### src/rtl/aeolus_alu_datapath.sv
// aeolus_alu_datapath: operand select, priority-encoded ALU and a registered
// accumulator with overflow flag. The ALU path is combinational; only the
// accumulator and its flag are clocked.
module aeolus_alu_datapath #(
    parameter int unsigned INPUT_DATA_WIDTH  = 4,
    parameter int unsigned OUTPUT_DATA_WIDTH = 8
) (
    input  logic                         clk,
    input  logic                         reset,
    input  logic                         ADD,
    input  logic                         SUB,
    input  logic                         AND,
    input  logic                         OR,
    input  logic                         XOR,
    input  logic                         INV,
    input  logic                         CLR,
    input  logic                         SNZA,
    input  logic                         SNZS,
    input  logic                         SF,
    input  logic [INPUT_DATA_WIDTH-1:0]  A,
    input  logic [INPUT_DATA_WIDTH-1:0]  B,
    input  logic [OUTPUT_DATA_WIDTH-1:0] shiftIn,
    output logic [OUTPUT_DATA_WIDTH-1:0] aluOut,
    output logic                         overflow,
    output logic                         addEff,
    output logic                         accEnable,
    output logic [OUTPUT_DATA_WIDTH-1:0] accOut,
    output logic                         ofFlag
);

    logic [OUTPUT_DATA_WIDTH-1:0] a_ext;
    logic [OUTPUT_DATA_WIDTH-1:0] b_ext;
    logic [OUTPUT_DATA_WIDTH-1:0] in1;
    logic [OUTPUT_DATA_WIDTH-1:0] in2;
    logic [OUTPUT_DATA_WIDTH:0]   sum_ext;
    logic [OUTPUT_DATA_WIDTH:0]   diff_ext;
    logic                         snzs_eff;
    logic                         snza_eff;

    // Conditional-add strobes only count when the shift flag is set
    always_comb begin
        snzs_eff  = SNZS & SF;
        snza_eff  = SNZA & SF;
        addEff    = ADD | snza_eff | snzs_eff;
        accEnable = CLR | addEff | SUB | AND | OR | XOR | INV;
    end

    // Zero-extend register-file operands and pick the ALU inputs
    always_comb begin
        a_ext = '0;
        b_ext = '0;
        a_ext[INPUT_DATA_WIDTH-1:0] = A;
        b_ext[INPUT_DATA_WIDTH-1:0] = B;
        if (snzs_eff) begin
            in1 = accOut;
            in2 = shiftIn;
        end else if (snza_eff) begin
            in1 = accOut;
            in2 = a_ext;
        end else begin
            in1 = a_ext;
            in2 = b_ext;
        end
    end

    // Priority-ordered ALU; the extra MSB of the wide sum/difference is the carry/borrow
    always_comb begin
        sum_ext  = {1'b0, in1} + {1'b0, in2};
        diff_ext = {1'b0, in1} - {1'b0, in2};
        aluOut   = '0;
        overflow = 1'b0;
        if (CLR) begin
            aluOut   = '0;
            overflow = 1'b0;
        end else if (addEff) begin
            aluOut   = sum_ext[OUTPUT_DATA_WIDTH-1:0];
            overflow = sum_ext[OUTPUT_DATA_WIDTH];
        end else if (SUB) begin
            aluOut   = diff_ext[OUTPUT_DATA_WIDTH-1:0];
            overflow = diff_ext[OUTPUT_DATA_WIDTH];
        end else if (AND) begin
            aluOut = in1 & in2;
        end else if (OR) begin
            aluOut = in1 | in2;
        end else if (XOR) begin
            aluOut = in1 ^ in2;
        end else if (INV) begin
            aluOut = ~in1;
        end
    end

    // Accumulator and overflow flag; CLR lands here as an ALU result of zero
    always_ff @(posedge clk) begin
        if (!reset) begin
            accOut <= '0;
            ofFlag <= 1'b0;
        end else if (accEnable) begin
            accOut <= aluOut;
            ofFlag <= overflow;
        end
    end

endmodule

### config.mk
export PLATFORM = sky130hd
export DESIGN_NAME = aeolus_alu_datapath
export DESIGN_NICKNAME = d
export VERILOG_FILES = /design/src/rtl/aeolus_alu_datapath.sv
export SDC_FILE = /design/constraint.sdc
export NUM_CORES = 1
export LEC_CHECK = 0
export CORE_ASPECT_RATIO = 0.8
export CORE_MARGIN = 1.5
export CORE_UTILIZATION = 51
export CTS_BUF_LIST = sky130_fd_sc_hd__clkbuf_8
export DETAILED_ROUTE_END_ITERATION = 12
export PLACE_DENSITY = 0.84
export SYNTH_ARGS = -nofsm -noshare
export SYNTH_HDL_FRONTEND = slang
export SYNTH_SLANG_ARGS = --single-unit
### constraint.sdc
create_clock -name clk -period 4 [get_ports clk]
set_input_delay 0.8 -clock clk [delete_from_list [all_inputs] [get_ports clk]]
set_output_delay 0.8 -clock clk [all_outputs]
set_load 0.02 [all_outputs]
==> metrics.json, run 1 <==
{
  "outcome": {"value": "stopped before the end"},
  "failing_step": {"value": "5_1_grt"},
  "firstError": {"value": "[ERROR DPL-0038] Utilization greater than 100%, impossible to legalize"},
  "synth_cells": {"value": 255},
  "syn_nets": {"value": 305},
  "worst_path_end_type": {"value": "primary output"},
  "post_synth.cell_area_avg": {"value": 7.31, "unit": "µm²"},
  "grt_worst_setup_endpoint": {"value": "aluOut[6]"},
  "die-height": {"value": 57.1, "unit": "µm"},
  "htree_depth": {"value": 1},
  "die_x": {"value": 70.6, "unit": "µm"},
  "synth-seq-area-share": {"value": 9.66, "unit": "%"},
  "tritoncts_num_sinks": {"value": 9},
  "cts_hold_buffers": {"value": 0},
  "cts.path.max_buffers": {"value": 2},
  "synth_cell_types": {"value": 60},
  "gp_congestion": {"value": 0.988},
  "cell_area_after_placement": {"value": 2850, "unit": "µm²"},
  "ys_ff_latch": {"value": 9},
  "cts-buffers-inserted": {"value": 3},
  "ys.warnings.count": {"value": 0},
  "port-buffer-count": {"value": 47},
  "io-pin-count": {"value": 48},
  "ys.flop_type": {"value": "dfxtp_1"},
  "dpl.cell_count": {"value": 400},
  "hpwl": {"value": 6020, "unit": "µm"},
  "row_count": {"value": 19},
  "synth_enable_flop_cells": {"value": 0},
  "dpl_worst_slack": {"value": -1.11, "unit": "ns"},
  "floorplan.initialDensity": {"value": 53.7, "unit": "%"},
  "pin_count_of_the_biggest_net_entering_global_routing": {"value": 13},
  "asyncSetResetFlopFracSynth": {"value": 0, "unit": "%"},
  "synth.cell_area": {"value": 1860, "unit": "µm²"},
  "cts-root-buf": {"value": "clkbuf_8"}
}
## what timing repair did
action                                  CTS
pin swaps                                24
resized for setup                       106
endpoints found under the setup margin    9
buffers inserted                         12
## cells by family after synthesis
group / after synthesis / synth area share (%)
adder cells (fa/ha/maj): 22 / 15.6
multiplexers: 8 / 4.70
AND/OR/NAND/NOR: 85 / 25.6
buffers and inverters: 37 / 7.79
XOR/XNOR: 7 / 3.29
flip-flops: 9 / 9.66
AO/OA/AOI/OAI: 87 / 33.4
## cells in the mapped netlist (2+ instances only)
cell	count	share of area, %
dfxtp_1	9	9.7
inv_1	22	4.4
a21oi_1	21	5.6
a221o_1	2	1.1
clkbuf_1	10	2.0
clkinv_1	2	0.40
buf_2	2	0.54
a21o_1	3	1.2
xnor2_1	5	2.3
and4_1	2	0.94
a2111oi_0	2	0.94
o21ai_0	17	4.6
o221ai_1	2	0.94
mux2_2	3	1.8
or3_1	4	1.3
and3_1	3	1.0
fa_1	2	2.1
nor2b_1	6	2.0
a22o_1	6	2.8
o21a_1	4	1.6
nor3_1	6	1.6
o31ai_1	6	2.4
o221ai_2	2	1.6
nand2b_1	5	1.7
a211oi_1	4	1.6
nand3b_1	2	0.81
nand4_1	2	0.67
nand3_1	7	1.9
o2111ai_1	2	0.94
nor2_1	10	2.0
nand2_1	22	4.4
mux2i_1	4	2.1
a31oi_1	2	0.67
xor2_1	2	0.94
ha_1	20	13
o211ai_1	2	0.81
and2_1	7	2.3
## through the flow
stage          setup TNS (ns)  util [%]
2_1_floorplan               0         -
4_1_cts                     0      91.3
3_5_place_dp            -7.90      82.1
3_3_place_gp            -7.27      82.1
==> run 2, diff against run 1 <==
==> config.mk (replaced) <==
export PLATFORM = sky130hd
export DESIGN_NAME = aeolus_alu_datapath
export DESIGN_NICKNAME = d
export VERILOG_FILES = /design/src/rtl/aeolus_alu_datapath.sv
export SDC_FILE = /design/constraint.sdc
export NUM_CORES = 1
export LEC_CHECK = 0
export CORE_MARGIN = 1.5
export CORE_UTILIZATION = 40
export DETAILED_ROUTE_END_ITERATION = 12
export PLACE_DENSITY_LB_ADDON = 0.15
export SYNTH_ARGS = -nofsm -noshare
export SYNTH_HDL_FRONTEND = slang
export SYNTH_SLANG_ARGS = --single-unit
==> run 2 against run 1 <==
Net effect:
- the flow now finishes, with violations (negative setup slack)
- synthesized area unchanged
- synthesized cell count did not move
==> metrics.json, run 2 <==
{
  "unrepaired_setup_endpoints_after_global_routing": {"value": "yes"},
  "die_x": {"value": 71.3, "unit": "µm", "change": "+0.96%"},
  "setup_tns": {"value": -0.0261, "unit": "ns"},
  "finalWorstPathRequiredPeriod": {"value": 4.03, "unit": "ns"},
  "design.core.area": {"value": 4410, "unit": "µm²"},
  "max_slew_headroom_at_the_worst_pin": {"value": 59.6, "unit": "%"},
  "cts.path.max_buffers": {"value": 2, "change": "unchanged"},
  "pin_count_of_the_biggest_net_entering_global_routing": {"value": 13},
  "cts-root-buf": {"value": "clkbuf_8"},
  "post_route_cells_drive_above_1_share": {"value": 40.3, "unit": "%"},
  "htree_depth": {"value": 1, "change": "unchanged"},
  "tritoncts_num_sinks": {"value": 9, "change": "unchanged"},
  "total_leakage_power": {"value": 1.49, "unit": "nW"},
  "post_synth.cell_area_avg": {"value": 7.31, "unit": "µm²", "change": "unchanged"},
  "synth.cells.most_frequent": {"value": "inv_1, nand2_1, a21oi_1, ha_1, o21ai_0"},
  "drc": {"value": 0},
  "ys_ff_latch": {"value": 9, "change": "unchanged"},
  "critical_path_start_type": {"value": "input port"},
  "grt_first_pass_wirelength": {"value": 11300, "unit": "µm"},
  "power.combinational.fraction": {"value": 69.6, "unit": "%"},
  "antenna_found_initial": {"value": 0},
  "io-pin-count": {"value": 48, "change": "unchanged"},
  "yosys-top-cells-area": {"value": "ha_1, dfxtp_1, a21oi_1"},
  "vias_in_the_first_global_route": {"value": 2377},
  "violations": {"value": "negative setup slack"},
  "cells_along_the_critical_path": {"value": "buf_12, o21ai_4, buf_4, a22o_1, inv_2, ha_4, nor2b_2, a221o_1, or3_4, a21oi_4, o41ai_2, a21oi_1, buf_4"},
  "worst_path_buf_inv": {"value": 4},
  "final_cell_mix": {"value": "buf_4, clkdlybuf4s50_1, nand2_1, a21oi_1, inv_1"},
  "final.fill_count": {"value": 330},
  "post-synth-top-area-fraction": {"value": 13.4, "unit": "%", "change": "unchanged"},
  "synth_cells": {"value": 255, "change": "unchanged"},
  "drt_pass1_iterations": {"value": 4},
  "max_freq": {"value": 248, "unit": "MHz"},
  "hpwl": {"value": 5490, "unit": "µm", "change": "-8.8%"},
  "outcome": {"value": "complete, but fails checks"},
  "nNetsFinal": {"value": 433},
  "vdd.ir_drop.worst": {"value": 0.000144, "unit": "V"},
  "area.sequential": {"value": 180, "unit": "µm²"},
  "synth-seq-area-share": {"value": 9.66, "unit": "%", "change": "unchanged"},
  "detailedRoute.firstIterationViolations": {"value": 188},
  "power_per_cell_area": {"value": 219, "unit": "nW/µm²"},
  "final-hold-violation-count": {"value": 0},
  "total_length_of_routed_wires": {"value": 7650, "unit": "µm"},
  "final_critical_path_setup_slack": {"value": -0.0261, "unit": "ns"},
  "cts-buffers-inserted": {"value": 3, "change": "unchanged"},
  "cts.clk_slew.worst_paths": {"value": 0.06, "unit": "ns"},
  "critPathSlowestCell": {"value": "or3_4"},
  "cts_tree": {"value": "done"},
  "arrival_time_of_the_worst_setup_path": {"value": 3.23, "unit": "ns"},
  "antenna_fix_cells": {"value": 0},
  "area.growth.synth_to_final": {"value": 80.8, "unit": "%"},
  "dpl_worst_slack": {"value": -0.905, "unit": "ns", "change": "+0.207 ns"},
  "worst-slew-pin-transition": {"value": 0.591, "unit": "ns"},
  "synth_enable_flop_cells": {"value": 0, "change": "unchanged"},
  "largestRegisters": {"value": "accOut: 8 flops, ofFlag: 1 flops"},
  "final_common_cell": {"value": "buf_4"},
  "slowest_delay": {"value": 0.42, "unit": "ns"},
  "final_min_period_over_clock_period": {"value": 101, "unit": "%"},
  "clock-skew-final": {"value": 0.00318, "unit": "ns"},
  "seq_power_share": {"value": 14.1, "unit": "%"},
  "finish.instance_area": {"value": 3370, "unit": "µm²"},
  "asyncSetResetFlopFracSynth": {"value": 0, "unit": "%", "change": "unchanged"},
  "p_clk_share": {"value": 16.3, "unit": "%"},
  "power.switching": {"value": 0.301, "unit": "mW"},
  "critPathTopFamily": {"value": "compound AO/OA/AOI/OAI gates"},
  "ys.warnings.count": {"value": 0, "change": "unchanged"},
  "report.final.slew_viol_count": {"value": 0},
  "critPathRequiredTime": {"value": 3.20, "unit": "ns"},
  "worst-setup-path-type": {"value": "in2out"},
  "total_die_area": {"value": 5080, "unit": "µm²"},
  "ys.flop_type": {"value": "dfxtp_1"},
  "route.detailed.vias_per_inst": {"value": 5.77},
  "largest-register": {"value": "accOut"},
  "synth_cell_types": {"value": 60, "change": "unchanged"},
  "grt_overflow": {"value": 0},
  "syn_nets": {"value": 305, "change": "unchanged"},
  "port-buffer-count": {"value": 47, "change": "unchanged"},
  "die-height": {"value": 71.3, "unit": "µm", "change": "+25%"},
  "worstPathMaxFanout": {"value": 6},
  "global_route.usage.total": {"value": 28.3, "unit": "%"},
  "endpoint_kind": {"value": "output port"},
  "design_internal_power": {"value": 0.436, "unit": "mW"},
  "floorplan.initialDensity": {"value": 42.2, "unit": "%", "change": "-11 points"},
  "synth.cell_area": {"value": 1860, "unit": "µm²", "change": "unchanged"},
  "cell_area_after_placement": {"value": 2900, "unit": "µm²", "change": "+1.8%"},
  "post_drt_wl_per_cell": {"value": 17.6, "unit": "µm"},
  "multi_input_area": {"value": 1840, "unit": "µm²"},
  "row_count": {"value": 24, "change": "+5"},
  "gp_congestion": {"value": 0.935, "change": "-5.3%"},
  "power.share.switching": {"value": 40.9, "unit": "%"},
  "vias": {"value": 2504},
  "largest_register_ff_count": {"value": 8},
  "worstSkewPairLatency": {"value": 0.24, "unit": "ns"},
  "final_antenna_net_count": {"value": 0},
  "cap_violations": {"value": 0},
  "critical-path-top-cell-by-count": {"value": "buf_4"},
  "synth_top_area_cell": {"value": "ha_1"},
  "finalSetupViolCount": {"value": 1},
  "min-delay-path-class": {"value": "reg2reg"}
}
-- run 2: metal layers --
layer / track usage (%) / up-vias / part of all wire [%] / wire (µm)
met3: 3.23 / 29 / 6.9 / 531
met1: 34.5 / 1173 / 39 / 2960
met4: 16.1 / 0 / 4.8 / 364
met2: 48.3 / 108 / 50 / 3800
met5: 0 / - / 0 / 0
li1: - / 1194 / - / -
-- run 2: power groups by stage --
| stage | logic [mW] | clock network [mW] | registers, mW |
|---|---|---|---|
| finish | 0.513 | 0.120 | 0.104 |
| global route | 0.549 | 0.126 | 0.105 |
| CTS | 0.436 | 0.123 | 0.104 |
| detailed placement | 0.405 | 0 | 0.105 |
| global placement | 0.400 | 0 | 0.105 |
| floorplan | 0.201 | 0 | 0.111 |
-- run 2: metrics by stage --
| stage | total power, mW | utilization [%] | instances | hold WS, ns |
|---|---|---|---|---|
| 6_report | 0.737 | 76.4 | 434 | 0.453 |
| 5_1_grt | 0.780 | 76.4 | 434 | 0.510 |
| 4_1_cts | 0.663 | 69.8 | 426 | 0.461 |
| 3_5_place_dp | 0.510 | 65.7 | 415 | 0.447 |
| 3_3_place_gp | 0.505 | 65.7 | 415 | 0.440 |
| 2_1_floorplan | 0.312 | - | 255 | 0.533 |
-- run 2: path summary, 6_finish.rpt --
kind	endpoint	cells past startpoint	slack, ns	startpoint
worst max-delay path	aluOut[5]	13	-0.03	SNZS
worst min register to register	ofFlag	2	0.45	ofFlag
worst max register to register	accOut[5]	9	1.66	accOut[4]
worst min-delay path	ofFlag	2	0.45	ofFlag
-- run 2: cell type report --
type	count	share of cell area, %
inverters	24	2.75
flip-flops and latches	9	5.35
clock buffers	4	1.34
repair buffers	136	34.1
well taps	52	1.93
multi-input cells	209	54.5
-- run 2: cells by family (layout without fill, tap and decap cells) --
group	count (synthesis)	count (layout)	synth area share, %
muxes	8	8	4.70
AOI/OAI and AO/OA	87	87	33.4
adders and majority gates	22	22	15.6
DFF	9	9	9.66
and+or+nand+nor	85	85	25.6
xor gates and xnor gates	7	7	3.29
buffers and inverters	37	164	7.79
-- run 2: tightest hold or removal path, delay by kind of cell, from the launching register on --
| kind | cells | cell delay [ns] |
|---|---|---|
| AND/OR/NAND/NOR | 1 | 0.05 |
| flip-flops | 1 | 0.32 |
| AO/OA/AOI/OAI | 1 | 0.05 |
-- run 2: what timing repair did --
action                                  in CTS  in global routing
hold buffers                                 0                  0
endpoints found under the setup margin       9                  9
endpoints found under the hold margin        0                  0
gates resized for setup                     80                 47
setup buffers                                7                  8
pin swaps                                   20                 25
(Power assumes the default switching activity.)
==> run 3, diff against run 2 <==
--- a/config.mk
+++ b/config.mk
@@ -7,8 +7,10 @@
 export LEC_CHECK = 0
 export CORE_MARGIN = 1.5
 export CORE_UTILIZATION = 40
+export CTS_CLUSTER_SIZE = 12
 export DETAILED_ROUTE_END_ITERATION = 12
 export PLACE_DENSITY_LB_ADDON = 0.15
+export RECOVER_POWER = 100
 export SYNTH_ARGS = -nofsm -noshare
 export SYNTH_HDL_FRONTEND = slang
 export SYNTH_SLANG_ARGS = --single-unit
==> run 3 against run 2 <==
Net effect:
- cell area unchanged
- die area unchanged
- the run still ends with negative setup slack left
- sequential cell count unchanged
- critical path depth unchanged
- largest power group unchanged
- core utilization unchanged
==> metrics.json, run 3 (synthesis gave the netlist of run 2 again) <==
{
  "nNetsFinal": {"value": 433, "change": "unchanged"},
  "final-instance-count-excl-fill": {"value": 434, "change": "unchanged"},
  "worst-setup-path-type": {"value": "in2out"},
  "tritoncts_num_sinks": {"value": 9, "change": "unchanged"},
  "report.final.slew_viol_count": {"value": 0, "change": "unchanged"},
  "design_internal_power": {"value": 0.433, "unit": "mW", "change": "-0.51%"},
  "io-pin-count": {"value": 48, "change": "unchanged"},
  "worst_path_buf_inv": {"value": 4, "change": "unchanged"},
  "critPathRequiredTime": {"value": 3.20, "unit": "ns", "change": "about the same"},
  "pin_count_of_the_biggest_net_entering_global_routing": {"value": 13, "change": "unchanged"},
  "final_critical_path_setup_slack": {"value": -0.0322, "unit": "ns", "change": "-0.00610 ns"},
  "row_count": {"value": 24, "change": "unchanged"},
  "slowest_delay": {"value": 0.42, "unit": "ns", "change": "about the same"},
  "design.core.area": {"value": 4410, "unit": "µm²", "change": "unchanged"},
  "finalWorstPathRequiredPeriod": {"value": 4.03, "unit": "ns", "change": "+0.00610 ns"},
  "detailedRoute.firstIterationViolations": {"value": 189, "change": "+0.53%"},
  "final-hold-violation-count": {"value": 0, "change": "unchanged"},
  "final_common_cell": {"value": "buf_4"},
  "final_total_power": {"value": 0.735, "unit": "mW", "change": "-0.32%"},
  "setup_tns": {"value": -0.0322, "unit": "ns", "change": "-0.00610 ns"},
  "final_min_period_over_clock_period": {"value": 101, "unit": "%", "change": "+0.15 points"},
  "drc": {"value": 0, "change": "unchanged"},
  "drt_pass1_iterations": {"value": 4, "change": "unchanged"},
  "max_slew_headroom_at_the_worst_pin": {"value": 60.5, "unit": "%", "change": "+0.90 points"},
  "finalSetupViolCount": {"value": 1, "change": "unchanged"},
  "antenna_fix_cells": {"value": 0, "change": "unchanged"},
  "power_per_cell_area": {"value": 218, "unit": "nW/µm²", "change": "-0.32%"},
  "global_route.usage.total": {"value": 28.3, "unit": "%", "change": "unchanged"},
  "power.combinational.fraction": {"value": 69.6, "unit": "%", "change": "about the same"},
  "cts.path.max_buffers": {"value": 2, "change": "unchanged"},
  "worstPathMaxFanout": {"value": 6, "change": "unchanged"},
  "critPathTopFamily": {"value": "compound AO/OA/AOI/OAI gates"},
  "largest-register": {"value": "accOut"},
  "antenna_found_initial": {"value": 0, "change": "unchanged"},
  "cts_tree": {"value": "done"},
  "hpwl": {"value": 5490, "unit": "µm", "change": "unchanged"},
  "die_x": {"value": 71.3, "unit": "µm", "change": "unchanged"},
  "critical-path-top-cell-by-count": {"value": "buf_4"},
  "power.switching": {"value": 0.301, "unit": "mW", "change": "about the same"},
  "vias": {"value": 2521, "change": "+0.68%"},
  "vdd.ir_drop.worst": {"value": 0.000145, "unit": "V", "change": "+0.11%"},
  "critical_path_start_type": {"value": "input port"},
  "dpl.cell_count": {"value": 415, "change": "unchanged"},
  "outcome": {"value": "complete, but fails checks"},
  "final_cell_mix": {"value": "buf_4, nand2_1, a21oi_1, clkdlybuf4s50_1, inv_1"},
  "htree_depth": {"value": 1, "change": "unchanged"},
  "total_length_of_routed_wires": {"value": 7680, "unit": "µm", "change": "+0.31%"},
  "total_die_area": {"value": 5080, "unit": "µm²", "change": "unchanged"},
  "area.growth.synth_to_final": {"value": 80.8, "unit": "%", "change": "unchanged"},
  "seq_power_share": {"value": 14.1, "unit": "%", "change": "about the same"},
  "endpoint_kind": {"value": "output port"},
  "cap_violations": {"value": 0, "change": "unchanged"},
  "grt_first_pass_wirelength": {"value": 11300, "unit": "µm", "change": "unchanged"},
  "cts-root-buf": {"value": "clkbuf_8"},
  "cells_along_the_critical_path": {"value": "buf_12, o21ai_4, buf_4, a22o_1, inv_2, ha_4, nor2b_2, a221o_1, or3_4, a21oi_4, o41ai_2, a21oi_1, buf_4"},
  "die-height": {"value": 71.3, "unit": "µm", "change": "unchanged"},
  "total_leakage_power": {"value": 1.51, "unit": "nW", "change": "+1.8%"},
  "unrepaired_setup_endpoints_after_global_routing": {"value": "yes"},
  "critPathSlowestCell": {"value": "or3_4"},
  "largest_register_ff_count": {"value": 8, "change": "unchanged"},
  "min-delay-path-class": {"value": "reg2reg"},
  "p_clk_share": {"value": 16.3, "unit": "%", "change": "about the same"},
  "port-buffer-count": {"value": 47, "change": "unchanged"},
  "max_freq": {"value": 248, "unit": "MHz", "change": "-0.15%"},
  "gp_congestion": {"value": 0.935, "change": "unchanged"},
  "grt_overflow": {"value": 0, "change": "unchanged"},
  "violations": {"value": "negative setup slack"},
  "floorplan.initialDensity": {"value": 42.2, "unit": "%", "change": "unchanged"},
  "final_antenna_net_count": {"value": 0, "change": "unchanged"},
  "route.detailed.vias_per_inst": {"value": 5.81, "change": "+0.68%"},
  "power.share.switching": {"value": 41.0, "unit": "%", "change": "+0.11 points"},
  "cts-buffers-inserted": {"value": 3, "change": "unchanged"},
  "worst-slew-pin-transition": {"value": 0.578, "unit": "ns", "change": "-0.0132 ns"},
  "clock-skew-final": {"value": 0.00351, "unit": "ns", "change": "+0.000331 ns"},
  "cts.clk_slew.worst_paths": {"value": 0.06, "unit": "ns", "change": "about the same"},
  "post_route_cells_drive_above_1_share": {"value": 40.3, "unit": "%", "change": "unchanged"},
  "vias_in_the_first_global_route": {"value": 2377, "change": "unchanged"},
  "arrival_time_of_the_worst_setup_path": {"value": 3.23, "unit": "ns", "change": "about the same"},
  "worstSkewPairLatency": {"value": 0.24, "unit": "ns", "change": "about the same"},
  "holdWs": {"value": 0.448, "unit": "ns", "change": "-0.00529 ns"},
  "post_drt_wl_per_cell": {"value": 17.7, "unit": "µm", "change": "+0.31%"},
  "largestRegisters": {"value": "accOut: 8 flops, ofFlag: 1 flops"}
}
-- run 3: cell count changes in the layout (fill, tap and decap cells not counted) --
cell / change
clkdlybuf4s50_1: -9
dlygate4sd3_1: +9
-- run 3: worst reg2reg max path, delay by kind of cell, from the launching register on --
kind / cells / cell delay [ns]
compound gates: 4 / 0.71
fa+ha+maj: 1 / 0.24
flops: 1 / 0.39
simple gates: 3 / 0.81
buf+inv: 1 / 0.12
-- run 3: through the flow --
stage | worst slack (ns) | util, % | area [µm²]
final | -0.0322 | 76.4 | 3370
after global routing | -0.0889 | 76.4 | 3370
after CTS | -0.0130 | 69.8 | 3080
after detailed placement | -0.905 | 65.7 | 2900
after floorplan | 0.0141 | - | 1860
after global placement | -0.877 | 65.7 | 2900
-- run 3: cell type report --
type / instances / area [µm²]
Fill cell: 330 / 1040
Clock buffer: 4 / 45.0
Tap cell: 52 / 65.1
Timing Repair Buffer: 136 / 1150
Multi-Input combinational cell: 209 / 1840
Sequential cell: 9 / 180
Inverter: 24 / 92.6
-- run 3: final timing paths --
path	slack, ns	cells after the start	endpoint	start
setup / recovery	-0.03	13	aluOut[5]	SNZS
hold / removal	0.45	2	ofFlag	ofFlag
setup reg to reg	1.66	9	accOut[5]	accOut[4]
hold reg to reg	0.45	2	ofFlag	ofFlag
-- run 3: power groups by stage --
stage / combinational (mW) / sequential (mW) / clock [mW]
2_1_floorplan: 0.201 / 0.111 / 0
3_3_place_gp: 0.400 / 0.105 / 0
3_5_place_dp: 0.405 / 0.105 / 0
4_1_cts: 0.436 / 0.104 / 0.123
5_1_grt: 0.547 / 0.104 / 0.126
6_report: 0.511 / 0.104 / 0.120
-- run 3: repair_timing --
| item | 4_1_cts | 5_1_grt |
|---|---|---|
| resized for setup | 80 | 47 |
| buffers inserted | 7 | 8 |
| setup endpoints to repair | 9 | 9 |
| pin swaps | 20 | 25 |
| hold buffers | 0 | 0 |
-- run 3: metal layers --
layer | wire length, µm | share of wire, % | track usage [%] | vias up
met2 | 3780 | 49 | 48.3 | 110
met5 | 0 | 0 | 0 | -
met4 | 386 | 5.0 | 16.1 | 0
met3 | 515 | 6.7 | 3.23 | 32
li1 | - | - | - | 1194
met1 | 2990 | 39 | 34.5 | 1185
==> run 4, diff against run 3 <==
--- a/config.mk
+++ b/config.mk
@@ -9,6 +9,7 @@
 export CORE_UTILIZATION = 40
 export CTS_CLUSTER_SIZE = 12
 export DETAILED_ROUTE_END_ITERATION = 12
+export HOLD_SLACK_MARGIN = 0.05
 export PLACE_DENSITY_LB_ADDON = 0.15
 export RECOVER_POWER = 100
 export SYNTH_ARGS = -nofsm -noshare
==> results of run 4 <==
The final DEF is identical to that of run 3; final timing and power are the same.
